**src/rtl/alu_dispatch_if.sv**
```systemverilog
// rtl/alu_dispatch_if.sv - request/response handshake bundle for the ALU dispatcher
// Signals:
//   req_valid/req_ready/req_op/req_a/req_b : request channel (producer -> dispatcher)
//   rsp_valid/rsp_ready/rsp_data/rsp_ovf/rsp_zero/rsp_err : response channel (dispatcher -> consumer)
// Modports: master = requester/consumer side, slave = dispatcher side.
interface alu_dispatch_if;
    logic       req_valid;
    logic       req_ready;
    logic [2:0] req_op;
    logic [7:0] req_a;
    logic [7:0] req_b;
    logic       rsp_valid;
    logic       rsp_ready;
    logic [7:0] rsp_data;
    logic       rsp_ovf;
    logic       rsp_zero;
    logic       rsp_err;

    modport master (
        output req_valid, req_op, req_a, req_b, rsp_ready,
        input  req_ready, rsp_valid, rsp_data, rsp_ovf, rsp_zero, rsp_err
    );

    modport slave (
        input  req_valid, req_op, req_a, req_b, rsp_ready,
        output req_ready, rsp_valid, rsp_data, rsp_ovf, rsp_zero, rsp_err
    );
endinterface

```
**src/rtl/alu_dispatch.sv**
```systemverilog
// rtl/alu_dispatch.sv - issue-side sequencer for the 8-bit Power ALU
// Ports:
//   clk, rst_n          : clock (rising edge), asynchronous active-low reset
//   bus (slave)         : request/response handshake channels
//   a_out, b_out        : operands driven to compare/andornot/addsub
//   fn_out              : sub-function select for andornot/addsub
//   mux_ctrl            : result mux select (11 = idle, mux yields 0)
//   res_in, ovf_in      : result mux output and addsub overflow, sampled at capture
//   busy                : high whenever the dispatcher is not idle
module alu_dispatch #(
    parameter int unsigned SETTLE_CYCLES = 1
) (
    input  logic          clk,
    input  logic          rst_n,
    alu_dispatch_if.slave bus,
    output logic [7:0]    a_out,
    output logic [7:0]    b_out,
    output logic [1:0]    fn_out,
    output logic [1:0]    mux_ctrl,
    input  logic [7:0]    res_in,
    input  logic          ovf_in,
    output logic          busy
);

    typedef enum logic [1:0] {
        IDLE  = 2'd0,
        ISSUE = 2'd1,
        RESP  = 2'd2
    } state_t;

    localparam logic [1:0] MUX_CMP  = 2'b00;
    localparam logic [1:0] MUX_AON  = 2'b01;
    localparam logic [1:0] MUX_ADD  = 2'b10;
    localparam logic [1:0] MUX_IDLE = 2'b11;

    localparam logic [3:0] SETTLE_LOAD = 4'(SETTLE_CYCLES - 1);

    state_t     state;
    state_t     state_next;
    logic [3:0] cnt;

    logic       dec_legal;
    logic [1:0] dec_fn;
    logic [1:0] dec_mux;
    logic       accept;
    logic       capture;

    // Opcode decode into mux select and sub-function.
    always_comb begin
        dec_legal = 1'b1;
        dec_fn    = 2'b00;
        dec_mux   = MUX_IDLE;
        case (bus.req_op)
            3'b000: dec_mux = MUX_CMP;
            3'b001: begin dec_mux = MUX_AON; dec_fn = 2'b00; end
            3'b010: begin dec_mux = MUX_AON; dec_fn = 2'b01; end
            3'b011: begin dec_mux = MUX_AON; dec_fn = 2'b10; end
            3'b100: begin dec_mux = MUX_ADD; dec_fn = 2'b00; end
            3'b101: begin dec_mux = MUX_ADD; dec_fn = 2'b01; end
            default: dec_legal = 1'b0;
        endcase
    end

    // State register.
    always_ff @(posedge clk or negedge rst_n) begin
        if (!rst_n) begin
            state <= IDLE;
        end else begin
            state <= state_next;
        end
    end

    // Next-state logic.
    always_comb begin
        state_next = state;
        case (state)
            IDLE: begin
                if (bus.req_valid) begin
                    state_next = dec_legal ? ISSUE : RESP;
                end
            end
            ISSUE: begin
                if (cnt == 4'd0) begin
                    state_next = RESP;
                end
            end
            RESP: begin
                if (bus.rsp_ready) begin
                    state_next = IDLE;
                end
            end
            default: state_next = IDLE;
        endcase
    end

    // Output/strobe logic.
    always_comb begin
        bus.req_ready = (state == IDLE);
        busy          = (state != IDLE);
        accept        = (state == IDLE) && bus.req_valid;
        capture       = (state == ISSUE) && (cnt == 4'd0);
    end

    // Datapath registers: operands and selects latch on accept only, response
    // fields latch on capture (or immediately for an illegal opcode).
    always_ff @(posedge clk or negedge rst_n) begin
        if (!rst_n) begin
            a_out        <= 8'h00;
            b_out        <= 8'h00;
            fn_out       <= 2'b00;
            mux_ctrl     <= MUX_IDLE;
            cnt          <= 4'd0;
            bus.rsp_valid <= 1'b0;
            bus.rsp_data  <= 8'h00;
            bus.rsp_ovf   <= 1'b0;
            bus.rsp_zero  <= 1'b0;
            bus.rsp_err   <= 1'b0;
        end else begin
            if (accept) begin
                if (dec_legal) begin
                    a_out    <= bus.req_a;
                    b_out    <= bus.req_b;
                    fn_out   <= dec_fn;
                    mux_ctrl <= dec_mux;
                    cnt      <= SETTLE_LOAD;
                end else begin
                    bus.rsp_data  <= 8'h00;
                    bus.rsp_err   <= 1'b1;
                    bus.rsp_ovf   <= 1'b0;
                    bus.rsp_zero  <= 1'b1;
                    bus.rsp_valid <= 1'b1;
                end
            end

            if (state == ISSUE) begin
                if (capture) begin
                    bus.rsp_data  <= res_in;
                    // Overflow is only meaningful for the addsub path.
                    bus.rsp_ovf   <= (mux_ctrl == MUX_ADD) ? ovf_in : 1'b0;
                    bus.rsp_zero  <= (res_in == 8'h00);
                    bus.rsp_err   <= 1'b0;
                    bus.rsp_valid <= 1'b1;
                    mux_ctrl      <= MUX_IDLE;
                end else begin
                    cnt <= cnt - 4'd1;
                end
            end

            if ((state == RESP) && bus.rsp_ready) begin
                bus.rsp_valid <= 1'b0;
            end
        end
    end

endmodule

```
**src/flat_wrapper.sv**
```systemverilog
// flat-port wrapper written by rule: the top's interface ports become plain ports
module alu_dispatch_flat 
#(
    parameter int unsigned SETTLE_CYCLES = 1
)
  (clk, rst_n, a_out, b_out, fn_out, mux_ctrl, res_in, ovf_in, busy, bus_req_valid, bus_req_op, bus_req_a, bus_req_b, bus_rsp_ready, bus_req_ready, bus_rsp_valid, bus_rsp_data, bus_rsp_ovf, bus_rsp_zero, bus_rsp_err);
  alu_dispatch_if bus_i ();
  input  logic clk;
  input  logic rst_n;
  output logic [7:0] a_out;
  output logic [7:0] b_out;
  output logic [1:0] fn_out;
  output logic [1:0] mux_ctrl;
  input  logic [7:0] res_in;
  input  logic ovf_in;
  output logic busy;
  input wire logic [$bits(bus_i.req_valid)-1:0] bus_req_valid;
  input wire logic [$bits(bus_i.req_op)-1:0] bus_req_op;
  input wire logic [$bits(bus_i.req_a)-1:0] bus_req_a;
  input wire logic [$bits(bus_i.req_b)-1:0] bus_req_b;
  input wire logic [$bits(bus_i.rsp_ready)-1:0] bus_rsp_ready;
  output wire logic [$bits(bus_i.req_ready)-1:0] bus_req_ready;
  output wire logic [$bits(bus_i.rsp_valid)-1:0] bus_rsp_valid;
  output wire logic [$bits(bus_i.rsp_data)-1:0] bus_rsp_data;
  output wire logic [$bits(bus_i.rsp_ovf)-1:0] bus_rsp_ovf;
  output wire logic [$bits(bus_i.rsp_zero)-1:0] bus_rsp_zero;
  output wire logic [$bits(bus_i.rsp_err)-1:0] bus_rsp_err;
  assign bus_i.req_valid = bus_req_valid;
  assign bus_i.req_op = bus_req_op;
  assign bus_i.req_a = bus_req_a;
  assign bus_i.req_b = bus_req_b;
  assign bus_i.rsp_ready = bus_rsp_ready;
  assign bus_req_ready = bus_i.req_ready;
  assign bus_rsp_valid = bus_i.rsp_valid;
  assign bus_rsp_data = bus_i.rsp_data;
  assign bus_rsp_ovf = bus_i.rsp_ovf;
  assign bus_rsp_zero = bus_i.rsp_zero;
  assign bus_rsp_err = bus_i.rsp_err;
  alu_dispatch #(.SETTLE_CYCLES(SETTLE_CYCLES)) u_core (.clk(clk), .rst_n(rst_n), .bus(bus_i), .a_out(a_out), .b_out(b_out), .fn_out(fn_out), .mux_ctrl(mux_ctrl), .res_in(res_in), .ovf_in(ovf_in), .busy(busy));
endmodule
```
**config.mk**
```make
export PLATFORM = sky130hd
export DESIGN_NAME = alu_dispatch_flat
export DESIGN_NICKNAME = d
export VERILOG_FILES = /design/src/rtl/alu_dispatch_if.sv /design/src/rtl/alu_dispatch.sv /design/src/flat_wrapper.sv
export SDC_FILE = /design/constraint.sdc
export NUM_CORES = 1
export LEC_CHECK = 0
export ABC_AREA = 1
export CAP_MARGIN = 20
export CORE_MARGIN = 2
export CORE_UTILIZATION = 39
export CTS_CLUSTER_SIZE = 28
export DETAILED_ROUTE_END_ITERATION = 8
export GPL_TIMING_DRIVEN = 0
export PLACE_DENSITY = 0.72
export RECOVER_POWER = 25
export SLEW_MARGIN = 20
export SYNTH_ARGS = -nofsm -noshare
export SYNTH_HDL_FRONTEND = slang
export SYNTH_SLANG_ARGS = --single-unit
```
**constraint.sdc**
```tcl
create_clock -name clk -period 1.17 [get_ports clk]
set_input_delay 0.234 -clock clk [delete_from_list [all_inputs] [get_ports clk]]
set_output_delay 0.234 -clock clk [all_outputs]
set_load 0.05 [all_outputs]
```
==> out/metrics.yaml, run 1 <==
layout:
  antennaDiodeCount: 0
  nets: 310
  fin_util_pct: 64.38
  drive_gt1_share_pct: 29.96
  area_delta_synth_final_pct: 56.40
  final_cells: 327
timing:
  min_period_over_period_pct: 110.1
  skew_ns: 0.005535
  hold_viol: 0
  layout_setup_ws_ns: -0.1184
  tns_ns: -2.289
  rsz0062_at_grt: "true"
  setup_violations: 37
  slew_headroom_pct: 75.10
  whs_ns: 0.3910
  finalCriticalPeriod_ns: 1.288
  finalMaxSlewViolations: 0
  fmax_mhz: 776.2
  worst_slew_pin_slew_ns: 0.3735
critical_path:
  startpoint_type: "flip-flop"
  slowest_delay_ns: 0.43
  reg2reg_depth: 7
  critPathRequiredTime_ns: 0.94
  end_kind: "primary output"
  worstPathArrival_ns: 1.05
  path_cells: "nor2_4 > inv_1 > buf_6"
  slowest_stage: "dfrtp_2"
  critPathKind: "flip-flop to primary output"
  critPathMaxFanout: 3
  rrSetupSlack_ns: -0.09
grt:
  grt_util_met1_pct: 21.31
  grt_use_total_pct: 17.67
  antenna_found_initial: 0
  grt_overflow: 0
  grt_pass1_vias: 1558
  grt_use_met3_pct: 6.977
  grt.met2_usage_pct: 30.13
  top_usage_layer: "met2"
  grt_max_degree: 25
  grt_pass1_wl_um: 6948
routing:
  vias_per_cell: 4.648
  postRouteAntennaNets: 0
  via_count: 1520
  drc_errors: 0
  wire_per_inst_um: 12.13
  drt_wl_total_um: 3965
  drt_first_iter_violations: 48
  dr.pass1.iters: 4
power_and_ir_drop:
  pwr_density_cell_nw_per_um2: 3188
  p_total_mw: 8.329
  peakVddDrop_mv: 1.640
  p_leak_nw: 1.348
clock_network:
  clock_latency_ns: 0.28
  ctsLongestPathBuffers: 2
  cts_root_buf: "clkbuf_8"
  cts.sinks: 38
  path_clk_slew_ns: 0.07
  h-tree-depth: 2
  cts_tree: "built"
  cts_buffers: 5
synth:
  synth_top_area_cell: "dfrtp_1"
  synth_cells: 194
  synth.top_cells.by_count: "nand2_1 (79), dfrtp_1 (36), nand3_1 (22), inv_1 (19), nor2_1 (7)"
  synth_area_leaders: "dfrtp_1 (54%), nand2_1 (18%), nand3_1 (6.6%)"
  synth_nets: 228
  synth_most_common_cell: "nand2_1"
  synthFlopType: "dfrtp_1"
  async_flop_share_pct: 100.0
  synth_edf_count: 0
  synth_seq_cells: 38
  syn_avg_cell_area_um2: 8.610
  syn_area_um2: 1670
  ys_seq_area_share_pct: 57.08
  yosysTopAreaCellShare_pct: 53.93
  yosysWarnings: 0
  ys_types: 23
placed_design:
  gp_congestion: 0.7101
  dpl.cell_count: 310
  place_hpwl_um: 2785
  place.port_buffers: 65
floorplan:
  die_height_um: 69.45
  dieArea_um2: 4823
  fp-row-count: 23
  boundaryPins: 66
  die_w_um: 69.45
  initial_utilization_pct: 41.17
  core_area_um2: 4058
min_path:
  min_path_type: "input port to asynchronous set/reset pin"
outcome:
  violations: "setup timing"
  status: "finished, violations left"
flow_run:
  cap_violations: 0
-- worst max-delay path: cells and delay by family, from the launching register on --
| kind | cells | cell delay (ns) |
|---|---|---|
| flip-flops | 1 | 0.43 |
| buffers and inverters | 2 | 0.21 |
| AND/OR/NAND/NOR | 1 | 0.14 |
-- layout make-up --
type | count | area (um2)
Tap cell | 50 | 62.56
Fill cell | 348 | 1445
Clock buffer | 7 | 86.33
Buffer | 6 | 67.56
Inverter | 21 | 86.33
Multi-Input combinational cell | 130 | 693.2
Timing Repair Buffer | 74 | 631.9
Clock inverter | 1 | 30.03
Sequential cell | 38 | 954.7
-- kinds of logic after synthesis --
kind of cell,after synthesis,share of synthesized area (%)
buffers and inverters,27,7.490
adder cells (fa/ha/maj),2,1.498
AO/OA/AOI/OAI,14,4.944
XOR/XNOR,1,0.5244
AND/OR/NAND/NOR,112,28.47
flip-flops,38,57.08
-- layout by cell type, fill, tap and decap left out, types with 2 or more instances in the layout --
cell and count:
buf_4 8, nor2_4 2, nand3_2 11, dfstp_2 2
nand3_4 2, o21ai_2 2, buf_8 2, buf_6 9
buf_2 10, dfrtp_1 35, nand3_1 11, clkbuf_4 19
nor2_1 5, o21ai_0 3, nand2_1 78, o21ai_1 5
clkbuf_8 6, inv_1 19, clkdlybuf4s50_1 30
-- per-stage QoR --
step | setup slack (ns) | instance area (um2)
after floorplan | -0.1804 | 1733
after global placement | -1.043 | 2446
after detailed placement | -0.5137 | 2469
after CTS | -0.1317 | 2584
after global routing | -0.1858 | 2613
final | -0.1184 | 2613
-- flip-flops by register name, summed over array words and instances (netlist names) --
| name | count |
|---|---|
| u_core.bus.rsp_err | 1 |
| u_core.bus.rsp_ovf | 1 |
| u_core.bus.rsp_data | 8 |
| u_core.cnt | 4 |
| u_core.bus.rsp_zero | 1 |
| u_core.a_out | 8 |
| u_core.bus.rsp_valid | 1 |
| u_core.b_out | 8 |
| u_core.state | 2 |
| u_core.fn_out | 2 |
| u_core.mux_ctrl | 2 |
-- worst paths after layout --
| check | from | endpoint |
|---|---|---|
| worst max-delay path | u_core.state[1]$_DFFE_PN0P_ | busy |
| worst min-delay path | rst_n | u_core.b_out[6]$_DFFE_PN0P_ |
| worst max register to register | u_core.state[1]$_DFFE_PN0P_ | u_core.a_out[6]$_DFFE_PN0P_ |
| worst min register to register | u_core.a_out[3]$_DFFE_PN0P_ | u_core.a_out[3]$_DFFE_PN0P_ |
| max in group asynchronous | rst_n | u_core.mux_ctrl[1]$_DFF_PN1_ |
| min in group clk | u_core.a_out[3]$_DFFE_PN0P_ | u_core.a_out[3]$_DFFE_PN0P_ |
-- timing repair --
action / in CTS / in global routing
setup buffers: 5 / 0
gates cloned: 3 / 0
hold endpoints to repair: 14 / 0
pin swaps: 4 / 0
hold buffers: 1 / 0
endpoints found under the setup margin: 69 / 60
gates resized for setup: 199 / 19
-- metal layers --
layer | vias up | wire, um
li1 | 765 | -
met1 | 707 | 1692
met2 | 46 | 1945
met3 | 2 | 319
met5 | - | 0
met4 | 0 | 8
-- power breakdown --
part           total [mW]  internal (mW)  switching (mW)
registers            2.32           1.93           0.383
logic                4.87           1.60            3.27
clock network        1.14          0.695           0.446
No activity file was read; power rests on OpenSTA's default activity.
==> inputs of run 2 (changes only) <==
Settings changed: ABC_AREA 1 to not set.
==> run 2 against run 1 <==
Synthesized cell count shrank 36%. The run still ends with setup timing left. Synthesized area grew 1.0%. Die area grew 0.98%. Global-route usage grew 0.45 points. Critical path type is now flip-flop to flip-flop. Non-clock buffer count grew 14. Sequential share of layout area shrank 1.3 points. Wire length grew 8.2%. Fmax shrank 19%. Register-to-register slack lost 0.32 ns.
==> out/metrics.yaml, run 2 <==
outcome:
  status: "finished, violations left"
  violations: "setup timing"
synth:
  synth_edf_count: 0
  syn_area_um2: 1688
  synth-xor-area-share_pct: 0.5189
  async_flop_share_pct: 100.0
  ys_seq_area_share_pct: 56.49
  synth_cells: 124
  synth_top_area_cell: "dfrtp_1"
  yosysTopAreaCellShare_pct: 53.37
  synthFlopType: "dfrtp_1"
  synthSimpleGateAreaFrac_pct: 10.08
  synth_compound_area_share_pct: 12.60
  ys_types: 38
  yosysWarnings: 0
  yosys.area_share.adder_pct: 1.483
  synth_mux_area_share_pct: 14.23
  syn_avg_cell_area_um2: 13.61
  synth_seq_cells: 38
  synth_most_common_cell: "dfrtp_1"
  synth_nets: 158
  synth_area_leaders: "dfrtp_1 (53%), mux2_4 (14%), a22o_1 (4.7%)"
  synth_top_family_by_area: "multiplexers"
  synth.top_cells.by_count: "dfrtp_1 (36), mux2_4 (16), a22o_1 (9), inv_1 (7), o21ai_0 (7)"
routing:
  vias_per_cell: 5.059
  dr.pass1.iters: 4
  drc_errors: 0
  drt_first_iter_violations: 78
  via_count: 1376
  postRouteAntennaNets: 0
  drt_wl_total_um: 4289
  wire_per_inst_um: 15.77
grt:
  antenna_found_initial: 0
  grt_max_degree: 27
  grt_pass1_vias: 1421
  grt_overflow: 0
  grt_pass1_wl_um: 6927
  grt_use_total_pct: 18.12
placed_design:
  place.port_buffers: 65
  dpl.cell_count: 240
  place_hpwl_um: 2711
  dpl_worst_slack_ns: -0.7255
  gp_congestion: 0.7734
  placed_area_um2: 2452
layout:
  antennaDiodeCount: 0
  top_regs: "u_core.a_out x8, u_core.b_out x8, u_core.bus.rsp_data x8"
  nets: 255
  drive_gt1_share_pct: 50.45
  nFillCells: 298
  final_common_cell: "dfrtp_1"
  final_cells: 272
  postLayoutCellArea_um2: 2709
  layout_common_cells: "dfrtp_1 (36), clkdlybuf4s50_1 (29), buf_4 (20), clkbuf_4 (17), mux2_4 (16)"
  area_delta_synth_final_pct: 60.49
critical_path:
  rrSetupSlack_ns: -0.41
  worstPathArrival_ns: 1.75
  critPathKind: "flip-flop to flip-flop"
  slowest_delay_ns: 0.43
  critPathMaxFanout: 5
  critPathRequiredTime_ns: 1.34
  slowest_stage: "or3b_4"
  end_kind: "flip-flop"
  cp_top_family: "simple AND/OR/NAND/NOR gates"
  startpoint_type: "flip-flop"
  path_cells: "or3b_4 > nor2_4 > buf_6 > mux2_4"
  critPathBufInv: 1
clock_network:
  clock_latency_ns: 0.29
  path_clk_slew_ns: 0.07
  h-tree-depth: 2
  cts_tree: "built"
  cts.sinks: 38
  cts_root_buf: "clkbuf_8"
  cts_buffers: 5
  ctsLongestPathBuffers: 2
floorplan:
  dieArea_um2: 4870
  die_height_um: 69.79
  core_area_um2: 4086
  die_w_um: 69.79
  boundaryPins: 66
  initial_utilization_pct: 41.30
  fp-row-count: 23
timing:
  fmax_mhz: 631.5
  finalCriticalPeriod_ns: 1.583
  skew_ns: 0.007412
  slew_headroom_pct: 78.13
  setup_violations: 42
  rsz0062_at_grt: "true"
  min_period_over_period_pct: 135.3
  layout_setup_ws_ns: -0.4135
  finalMaxSlewViolations: 0
  tns_ns: -13.49
  hold_viol: 0
  worst_slew_pin_slew_ns: 0.3281
power_and_ir_drop:
  p_leak_nw: 1.270
  pwr_density_cell_nw_per_um2: 3264
  peakVddDrop_mv: 1.798
  p_total_mw: 8.842
min_path:
  min_path_type: "input port to asynchronous set/reset pin"
flow_run:
  cap_violations: 0
## run 2: cell types whose count changed in the layout (fill, tap and decap cells not counted), moves of 3 or more
cell     change
buf_4       +12
nand3_2     -11
nand3_1     -10
inv_1       -15
a22o_1       +9
nor2_1       -3
mux2_4      +16
buf_8        +3
nand2_1     -72
## run 2: timing repair
| item | CTS | global route |
|---|---|---|
| hold buffers | 1 | 0 |
| cloned | 3 | 0 |
| endpoints found under the setup margin | 72 | 59 |
| hold endpoints to repair | 12 | 0 |
| buffers inserted | 15 | 8 |
| resized for setup | 198 | 32 |
| pin swaps | 3 | 9 |
## run 2: final cells by class
cell class,count,area (um2),share of cell area (%)
Timing Repair Buffer,92,794.5,29.33
Clock buffer,7,86.33,3.187
Tap cell,50,62.56,2.309
Sequential cell,38,953.4,35.20
Inverter,7,30.03,1.109
Clock inverter,1,5.005,0.1848
Buffer,2,22.52,0.8314
Multi-Input combinational cell,75,754.5,27.85
## run 2: worst paths after layout
path,startpoint,to,cells after the start
max,u_core.state[1]$_DFFE_PN0P_,u_core.a_out[6]$_DFFE_PN0P_,4
min in group clk,u_core.bus.rsp_data[2]$_DFF_PN0_,u_core.bus.rsp_data[2]$_DFF_PN0_,1
max in group asynchronous,rst_n,u_core.mux_ctrl[0]$_DFF_PN1_,3
min reg2reg,u_core.bus.rsp_data[2]$_DFF_PN0_,u_core.bus.rsp_data[2]$_DFF_PN0_,1
min,rst_n,u_core.a_out[2]$_DFFE_PN0P_,2
max reg2reg,u_core.state[1]$_DFFE_PN0P_,u_core.a_out[6]$_DFFE_PN0P_,4
## run 2: per-layer routing
metal | up-vias | wire length [um] | track usage [%]
li1 | 640 | - | -
met1 | 658 | 1772 | 23.18
met2 | 71 | 2107 | 29.10
met3 | 7 | 345 | 5.087
met4 | 0 | 63 | 7.051
met5 | - | 0 | 0
## run 2: cells by family after synthesis
logic type / after synthesis
AOI/OAI and AO/OA: 29
xor gates and xnor gates: 1
adders and majority gates: 2
buffers and inverters: 11
DFF: 38
muxes: 16
and+or+nand+nor: 27
## run 2: worst register-to-register path: stages, from the launching register on
cell,delay (ns)
dfrtp_1,0.42
or3b_4,0.43
nor2_4,0.15
buf_6,0.16
mux2_4,0.31
## run 2: power breakdown
group | switching (mW) | internal, mW
clock network | 0.439 | 0.475
logic | 3.28 | 2.32
registers | 0.387 | 1.94
## run 2: per-stage QoR
step | hold WS [ns] | utilization (%)
finish | 0.3620 | 66.29
global route | 0.4012 | 66.29
global placement | 0.4852 | 59.64
CTS | 0.3643 | 63.81
detailed placement | 0.1372 | 60.01
floorplan | -0.06159 | -
==> inputs of run 3 (changes only) <==
Clock period 1.17 ns to 1.4 ns, I/O delays scaled along.
==> run 3 against run 2 <==
The run still ends with setup timing left. Clock power down 26%. Final cell count shrank 3.7%. Critical path depth unchanged. Global-route usage shrank 0.11 points. Combinational power down 19%. Die area did not move. Non-clock buffer count down 9. Critical path type unchanged. Highest routed layer unchanged.
==> out/metrics.yaml, run 3 (synthesized netlist as in run 2, its figures left out) <==
clock_network:
  cts_buffers: 5
  cts_root_buf: "clkbuf_8"
  cts.sinks: 38
  clock_latency_ns: 0.29
  h-tree-depth: 2
  cts_tree: "built"
  ctsLongestPathBuffers: 2
  path_clk_slew_ns: 0.07
floorplan:
  boundaryPins: 66
  dieArea_um2: 4870
  die_height_um: 69.79
  initial_utilization_pct: 41.30
  fp-row-count: 23
  die_w_um: 69.79
  core_area_um2: 4086
critical_path:
  startpoint_type: "flip-flop"
  path_cells: "or3b_4 > nor2_4 > buf_12 > mux2_4"
  worstPathArrival_ns: 1.77
  slowest_delay_ns: 0.44
  critPathRequiredTime_ns: 1.57
  critPathMaxFanout: 10
  cp_top_family: "simple AND/OR/NAND/NOR gates"
  end_kind: "flip-flop"
  critPathKind: "flip-flop to flip-flop"
  slowest_stage: "or3b_4"
  critPathBufInv: 1
timing:
  whs_ns: 0.4365
  slew_headroom_pct: 75.04
  layout_setup_ws_ns: -0.2033
  finalMaxSlewViolations: 0
  worst_slew_pin_slew_ns: 0.3744
  setup_violations: 36
  finalCriticalPeriod_ns: 1.603
  hold_viol: 0
  fmax_mhz: 623.7
  min_period_over_period_pct: 114.5
  rsz0062_at_grt: "true"
  skew_ns: 0.004477
placed_design:
  place_hpwl_um: 2936
  gp_congestion: 0.7488
  place.port_buffers: 65
  dpl_worst_slack_ns: -0.5831
  placed_area_um2: 2457
routing:
  wire_per_inst_um: 16.32
  via_count: 1386
  vias_per_cell: 5.290
  postRouteAntennaNets: 0
  drc_errors: 0
  dr.pass1.iters: 4
  drt_wl_total_um: 4275
  drt_first_iter_violations: 70
layout:
  nets: 246
  layout_common_cells: "dfrtp_1 (36), clkdlybuf4s15_2 (30), clkdlybuf4s50_1 (29), mux2_4 (16), buf_4 (13)"
  final_common_cell: "dfrtp_1"
  postLayoutCellArea_um2: 2714
  antennaDiodeCount: 0
  area_delta_synth_final_pct: 60.79
  drive_gt1_share_pct: 45.28
  top_regs: "u_core.a_out x8, u_core.b_out x8, u_core.bus.rsp_data x8"
  fin_util_pct: 66.41
  nFillCells: 284
min_path:
  min_path_type: "input port to asynchronous set/reset pin"
grt:
  grt_pass1_vias: 1453
  antenna_found_initial: 0
  grt_pass1_wl_um: 7024
  grt_use_total_pct: 18.01
  grt_max_degree: 25
  grt_overflow: 0
power_and_ir_drop:
  pwr_density_cell_nw_per_um2: 2643
  p_total_mw: 7.173
  p_leak_nw: 1.201
  peakVddDrop_mv: 1.292
outcome:
  status: "finished, violations left"
  violations: "setup timing"
flow_run:
  cap_violations: 0
## run 3: cell count changes in the layout (fill, tap and decap cells not counted), sizes merged
cell / change
clkinv: -1
buf: -25
clkdlybuf4s15: +30
clkbuf: -14
## run 3: area by class of cell
class | instances | area [um2] | share of cell area (%)
clock buffers | 7 | 76.32 | 2.812
inverters | 7 | 30.03 | 1.107
plain buffers | 4 | 61.31 | 2.259
well taps | 50 | 62.56 | 2.305
flip-flops and latches | 38 | 953.4 | 35.13
multi-input cells | 75 | 724.4 | 26.69
repair buffers | 81 | 805.8 | 29.69
## run 3: metrics by stage
stage / std cells / TNS, ns
after floorplan: 124 / -2.125
after global routing: 262 / -7.106
after CTS: 259 / -4.342
final: 262 / -5.956
after global placement: 239 / -46.01
after detailed placement: 240 / -19.59
## run 3: routing by layer
metal	up-vias	track usage (%)	part of all wire, %	wire length [um]
met5	-	0	0	0
met4	0	6.624	2.2	94
met3	11	4.215	6.9	295
met2	75	30.58	51	2161
met1	674	22.25	40	1722
li1	626	-	-	-
## run 3: path summary, 6_finish.rpt
| kind | slack, ns | cells after the start | start | end |
|---|---|---|---|---|
| max in group asynchronous | 0.26 | 3 | rst_n | u_core.cnt[3]$_DFF_PN0_ |
| worst max-delay path | -0.20 | 4 | u_core.state[0]$_DFFE_PN0P_ | u_core.b_out[1]$_DFFE_PN0P_ |
| min in group clk | 0.50 | 1 | u_core.bus.rsp_data[6]$_DFF_PN0_ | u_core.bus.rsp_data[6]$_DFF_PN0_ |
| worst min-delay path | 0.44 | 2 | rst_n | u_core.a_out[1]$_DFFE_PN0P_ |
| worst max register to register | -0.20 | 4 | u_core.state[0]$_DFFE_PN0P_ | u_core.b_out[1]$_DFFE_PN0P_ |
| worst min register to register | 0.50 | 1 | u_core.bus.rsp_data[6]$_DFF_PN0_ | u_core.bus.rsp_data[6]$_DFF_PN0_ |
## run 3: repair_timing
action,in CTS,in global routing
endpoints found under the hold margin,12,0
buffers inserted,11,3
hold buffers,1,0
pin swaps,4,6
gates resized for setup,118,13
gates cloned,0,0
setup endpoints to repair,69,41
## run 3: power by group
group / internal, mW / leakage, nW / switching, mW
logic: 1.85 / 0.701 / 2.69
clock network: 0.342 / 0.0383 / 0.336
registers: 1.62 / 0.462 / 0.329
total: 3.82 / 1.20 / 3.35
